[src/rtl/gpu_mem_dma.sv]
// gpu_mem_dma: copies SIZE words from CPU data RAM, starting at a latched
// base address, into GPU object memory entries 0..SIZE-1 once per start pulse.
//
// state  | meaning
// IDLE   | waiting for start; no RAM request
// COPY   | requesting RAM port, issuing one read per granted cycle
// DRAIN  | last read data returning, final GPU write this cycle
// FINISH | one-cycle done pulse, then back to IDLE
module gpu_mem_dma #(
    parameter int ADDR_WIDTH     = 6,
    parameter int SIZE           = 64,
    parameter int DATA_WIDTH     = 16,
    parameter int RAM_ADDR_WIDTH = 16
) (
    input  logic                      clk,
    input  logic                      reset,
    input  logic                      start,
    input  logic [RAM_ADDR_WIDTH-1:0] base_addr,
    output logic                      mem_req,
    input  logic                      mem_grant,
    output logic [RAM_ADDR_WIDTH-1:0] mem_rd_addr,
    input  logic [DATA_WIDTH-1:0]     mem_dout,
    output logic                      gpu_we,
    output logic [ADDR_WIDTH-1:0]     gpu_addr,
    output logic [DATA_WIDTH-1:0]     gpu_din,
    output logic                      busy,
    output logic                      done
);

    localparam int RD_W = ADDR_WIDTH + 1;
    localparam logic [RD_W-1:0]       LAST_IDX = RD_W'(SIZE - 1);
    localparam logic [RD_W-1:0]       RD_ONE   = RD_W'(1);
    localparam logic [ADDR_WIDTH-1:0] WR_ONE   = ADDR_WIDTH'(1);

    typedef enum logic [1:0] {IDLE, COPY, DRAIN, FINISH} state_t;

    state_t                    state, state_nxt;
    logic [RAM_ADDR_WIDTH-1:0] base_q;
    logic [RD_W-1:0]           rd_idx;
    logic [ADDR_WIDTH-1:0]     wr_idx;
    logic                      rd_valid;
    logic                      issue;

    // A read issues whenever we are requesting and the arbiter grants
    assign issue = (state == COPY) && mem_grant;

    // Write port is driven straight from the returning read data
    assign gpu_we   = rd_valid;
    assign gpu_addr = wr_idx;
    assign gpu_din  = mem_dout;

    // State register, counters and read-valid pipeline bit
    always_ff @(posedge clk) begin
        if (reset) begin
            state    <= IDLE;
            base_q   <= '0;
            rd_idx   <= '0;
            wr_idx   <= '0;
            rd_valid <= 1'b0;
        end else begin
            state    <= state_nxt;
            rd_valid <= issue;
            if ((state == IDLE) && start) begin
                base_q <= base_addr;
                rd_idx <= '0;
                wr_idx <= '0;
            end else begin
                if (issue)    rd_idx <= rd_idx + RD_ONE;
                if (rd_valid) wr_idx <= wr_idx + WR_ONE;
            end
        end
    end

    // Next-state and state-decoded outputs
    always_comb begin
        state_nxt   = state;
        mem_req     = 1'b0;
        mem_rd_addr = '0;
        busy        = 1'b0;
        done        = 1'b0;
        case (state)
            IDLE: begin
                if (start) state_nxt = COPY;
            end
            COPY: begin
                mem_req     = 1'b1;
                busy        = 1'b1;
                mem_rd_addr = base_q + RAM_ADDR_WIDTH'(rd_idx);
                if (issue && (rd_idx == LAST_IDX)) state_nxt = DRAIN;
            end
            DRAIN: begin
                busy      = 1'b1;
                state_nxt = FINISH;
            end
            FINISH: begin
                done      = 1'b1;
                state_nxt = IDLE;
            end
            default: state_nxt = IDLE;
        endcase
    end

endmodule

[config.mk]
export PLATFORM = sky130hd
export DESIGN_NAME = gpu_mem_dma
export DESIGN_NICKNAME = d
export VERILOG_FILES = /design/src/rtl/gpu_mem_dma.sv
export SDC_FILE = /design/constraint.sdc
export NUM_CORES = 1
export LEC_CHECK = 0
export CORE_AREA = 2 2 74 76
export CTS_BUF_LIST = sky130_fd_sc_hd__clkbuf_8
export CTS_CLUSTER_DIAMETER = 30
export DETAILED_ROUTE_END_ITERATION = 10
export DIE_AREA = 0 0 76 78
export DONT_BUFFER_PORTS = 1
export PLACE_DENSITY = 0.62
export SYNTH_ARGS = -nofsm -noshare
export SYNTH_HDL_FRONTEND = slang
export SYNTH_SLANG_ARGS = --single-unit
[constraint.sdc]
create_clock -name clk -period 7.2 [get_ports clk]
set_input_delay 1.8 -clock clk [delete_from_list [all_inputs] [get_ports clk]]
set_output_delay 1.8 -clock clk [all_outputs]
set_load 0.1 [all_outputs]
Yosys cells after proc, flatten, opt, wreduce, memory -nomap -nowiden
Cells that the tools add are included.
{ "totals": {"regBits": 32, "out_inout_bits": 42, "word_cells": 28} }
{ "op_classes": {"add_sub_neg": 3, "eq_ne": 6, "n_mux": 7, "reduce_logical": 7} }
{ "op_table": {"columns": ["cell", "count"], "rows": [
  ["$add A16 B7 Y16", 1],
  ["$mux W16", 1],
  ["$pmux W2 S4", 1],
  ["$add A7 B1 Y7 const B", 1],
  ["$eq A7 B6 Y1 const B", 1],
  ["$add A6 B1 Y6 const B", 1],
  ["$eq A2 B2 Y1 const B", 2],
  ["$mux W2", 2],
  ["$reduce_or A2 Y1", 2],
  ["$logic_and A1 B1 Y1", 3],
  ["$mux W1", 3],
  ["$eq A2 B1 Y1 const B", 1],
  ["$logic_not A2 Y1", 1],
  ["$ne A2 B1 Y1 const B", 1],
  ["$ne A2 B2 Y1 const B", 1],
  ["$reduce_and A2 Y1", 1]
]} }

Longest topological paths before layout
{ "logic_depth": {"depth_word": 5, "mapped_depth": 8} }

Worst setup path after synthesis
OpenSTA, ideal clock, no wires.
{ "synth_path": {"path_kind": "register to output", "from": "register state[1]", "to": "output port mem_rd_addr[13]", "arrival_ns": 3.166, "required_ns": 5.400, "path_slack_ns": 2.234, "stages_incl_launch_ff": 6, "n_path_buf": 1, "cell_sequence": "dfxtp_1 > inv_1 > ha_1 > clkbuf_1 > nand2b_1 > mux2i_1"} }
{ "synth_between": {"elab_chain_cells": 2} }
{ "synth_rtl": {"columns": ["element", "line", "source"], "rows": [
  ["start, declared", "37", "state_t state, state_nxt;"],
  ["start signal, assigned", "61", "state <= state_nxt;"],
  ["$eq A2 B1 Y1", "81", "case (state)"],
  ["$mux W16", "81", null],
  ["end, declared", "21", "output logic [RAM_ADDR_WIDTH-1:0] mem_rd_addr,"]
]} }
Every way passes these cells.

Worst setup path in the final report
{ "layout_path": {"from": "register rd_idx[0]", "to": "output port mem_rd_addr[10]"} }
{ "layout_between": {"elab_chain_cells": 2} }
{ "layout_rtl": {"columns": ["element", "line", "source"], "rows": [
  ["start, declared", "39", "logic [RD_W-1:0] rd_idx;"],
  ["start signal, assigned", "68", "if (issue) rd_idx <= rd_idx + RD_ONE;"],
  ["$add A16 B7 Y16", "88", "mem_rd_addr = base_q + RAM_ADDR_WIDTH'(rd_idx);"],
  ["$mux W16", "81", null]
]} }
Every way passes these cells.

==> summary.md <==
| Metric | Value |
|---|---|
| DP Wirelength | 2.973 mm |
| Crit path launch | rd_idx[0] |
| Area share of fa/ha/maj cells after synthesis | 9.955% |
| Total GRT Usage | 14.02% |
| Drt pass-1 iters | 4 |
| Mapped Area | 1961 µm² |
| DRC viols | 0 |
| Layout cells sized above 1 | 7.359% |
| Number of global-route vias before repair | 1424 |
| Register area share after synthesis | 32.67% |
| Post-CTS setup buffers | 0 |
| Via count | 1496 |
| Grt ovf | 0 |
| Ys async rst share | 0% |
| Gpl congestion | 0.7736 |
| Clock Tree Root | clkbuf_8 |
| IO buf count | 0 |
| Row count | 26 |
| Worst-Margin Slew | 1136 ps |
| Synth Area per Inst | 7.938 µm² |
| Synth top cells by count | nand2_1, dfxtp_1, a21oi_1, buf_4 |
| Antenna violation net count after detailed routing | 0 |
| Synth top area cells | dfxtp_1, nand2_1, ha_1 |
| Final period util | 65.99% |
| First-pass GRT wire length | 6.741 mm |
| Yosys top cell area share | 32.67% |
| Post-DR vias/cell | 4.970 |
| Initial DRC count | 50 |
| Chip Width | 76 µm |
| Largest family of logic cells by synthesized area | simple AND/OR/NAND/NOR gates |
| CP max-delay cell | and2_1 |
| Area of the multi-input gates | 1155 µm² |
| Sequence of cells on the critical path | ha_1 > inv_1 > fa_1 > nand2b_1 > a21o_1 > a211oi_1 > xor2_1 > and2_1 |
| Crit Path Max Fanout | 6 |
| Max Cap Viol | 0 |
| Maximum clock rate | 210.5 MHz |
| Initial antenna violation count | 0 |
| Simple-gate share of the synthesized area | 25.59% |
| PD cells | 357.9 nW/µm² |
| CTS Buf Count | 5 |
| Final slew viol count | 0 |
| Final Setup Violations | 0 |
| Syn_nets | 298 |
| Cells after Synth | 247 |
| Clk Latency, worst-skew pair | 280 ps |
| H-Tree Depth | 2 |
| Peak supply drop | 481.5 µV |
| # clock sinks | 32 |
| Unrepaired setup endpoints after global routing | no |
| Number of fill cells | 524 |
| Die height | 78 µm |
| Crit path time final | 4751 ps |
| Diode count | 0 |
| FF-to-FF Start | state[1] |
| Routed WL per cell | 13.17 µm |
| Hold Startpoint | base_q[5] |
| Critical Path End Type | primary output |
| Post-Synth XOR/XNOR Area | 8.041% |
| Reg area | 640.6 µm² |
| Final Hold Viols | 0 |
| Clock skew | 4.199 ps |
| Starting density of the core | 38.88% |
| Outcome | complete, no violations |
| Core Footprint | 5042 µm² |
| Layout net count | 282 |
| Yosys warns | 0 |
| Clk slew on worst S/H paths | 60 ps |
| Final WL | 3.963 mm |
| Setup_tns | 0 ps |
| EDFF count, synth | 0 |
| Synth Area in Compound Gates | 12.64% |
| Pleak | 0.7785 nW |
| HP Class | reg -> reg |
| Critical path type | reg -> out |
| Max-slew headroom | 24.15% |
| Multiplexer share of the synthesized area | 2.042% |
| Worst path required time | 5400 ps |
| Max incr delay on CP | 770 ps |
| Layout area overhead | 2.872% |
| Die area | 5928 µm² |
| CTS tree | yes |
| Unique masters post-synth | 34 |
| # IOs | 78 |
| Cts repair resizes | 0 |
| Synth area leader | dfxtp_1 |
| Most common cell in the netlist | nand2_1 |
| CTS hold repair buffers | 0 |
| Largest net degree at the start of global routing | 23 |
| Worst EP arrival | 2950 ps |
| Post-synth top flop | dfxtp_1 |
| Clk buf depth | 2 |
| Seq cells post-synth | 32 |
| Post-route total power | 0.7218 mW |
| Startpoint Class | register |
## area by class of cell
class                           instances  area share, %
Multi-Input combinational cell        184          57.26
Sequential cell                        32          31.76
Clock buffer                            7          4.777
Tap cell                               70          4.342
Inverter                                6          1.117
Timing Repair Buffer                    2         0.7444
## metal layers
metal / vias up / track usage (%) / routed length [µm]
met5: - / 0 / 0
met4: 0 / 5.273 / 62
met3: 9 / 3.721 / 215
met2: 31 / 22.14 / 1811
met1: 678 / 18.41 / 1873
li1: 778 / - / -
## path summary, 6_finish.rpt
| kind | endpoint | slack, ps | depth (start not counted) |
|---|---|---|---|
| min reg2reg | base_q[5] | 450 | 2 |
| max reg2reg | state[0] | 4570 | 7 |
| min | base_q[5] | 450 | 2 |
| max | mem_rd_addr[10] | 2450 | 8 |
## cell usage in the layout, fill, tap and decap left out, types with 2 or more instances in the layout
master     n
nand3b_1   2
nand2_1   49
o211ai_1   3
clkbuf_8   7
a211oi_1   2
ha_1      13
inv_1      6
and3_1     2
a21oi_1   27
o21ai_0    5
a21o_1     2
xor2_1    10
nand2b_1   6
nor2_1    14
xnor2_1    8
buf_4      2
and2_1    13
mux2i_1    2
nand3_1    3
dfxtp_1   32
mux2i_2    2
or3_1      2
nand4_1    6
## registers in the layout (all words and copies together), names as in the netlist
register	count
gpu_we	1
base_q	16
state	2
gpu_addr	6
rd_idx	7
## cell families after synthesis
kind of cell | after synthesis
AOI/OAI and AO/OA | 43
muxes | 4
buffers and inverters | 31
adders and majority gates | 15
xor gates and xnor gates | 18
and+or+nand+nor | 104
DFF | 32
## critical path, delay by kind of cell (launching register included)
kind / cells / cell delay, ps
xor+xnor: 1 / 160
fa+ha+maj: 2 / 590
buf+inv: 1 / 60
compound gates: 2 / 500
simple gates: 2 / 960
flops: 1 / 400
## metrics by stage
| step | std cells | area, µm² | utilization [%] | hold WS, ps | setup WS [ps] |
|---|---|---|---|---|---|
| 6_report | 301 | 2017 | 40.00 | 451.3 | 2449 |
| 3_3_place_gp | 294 | 1921 | 38.09 | 445.4 | 2788 |
| 4_1_cts | 301 | 2017 | 40.00 | 456.0 | 2429 |
| 3_5_place_dp | 294 | 1921 | 38.09 | 446.1 | 2737 |
| 5_1_grt | 301 | 2017 | 40.00 | 487.4 | 2238 |
| 2_1_floorplan | 247 | 1961 | - | 440.6 | 2234 |
## power by group
group	total [mW]	switching (mW)	internal, mW
sequential	0.240	0.0371	0.203
clock	0.146	0.0614	0.0850
combinational	0.335	0.263	0.0722
(Power assumes the default switching activity.)
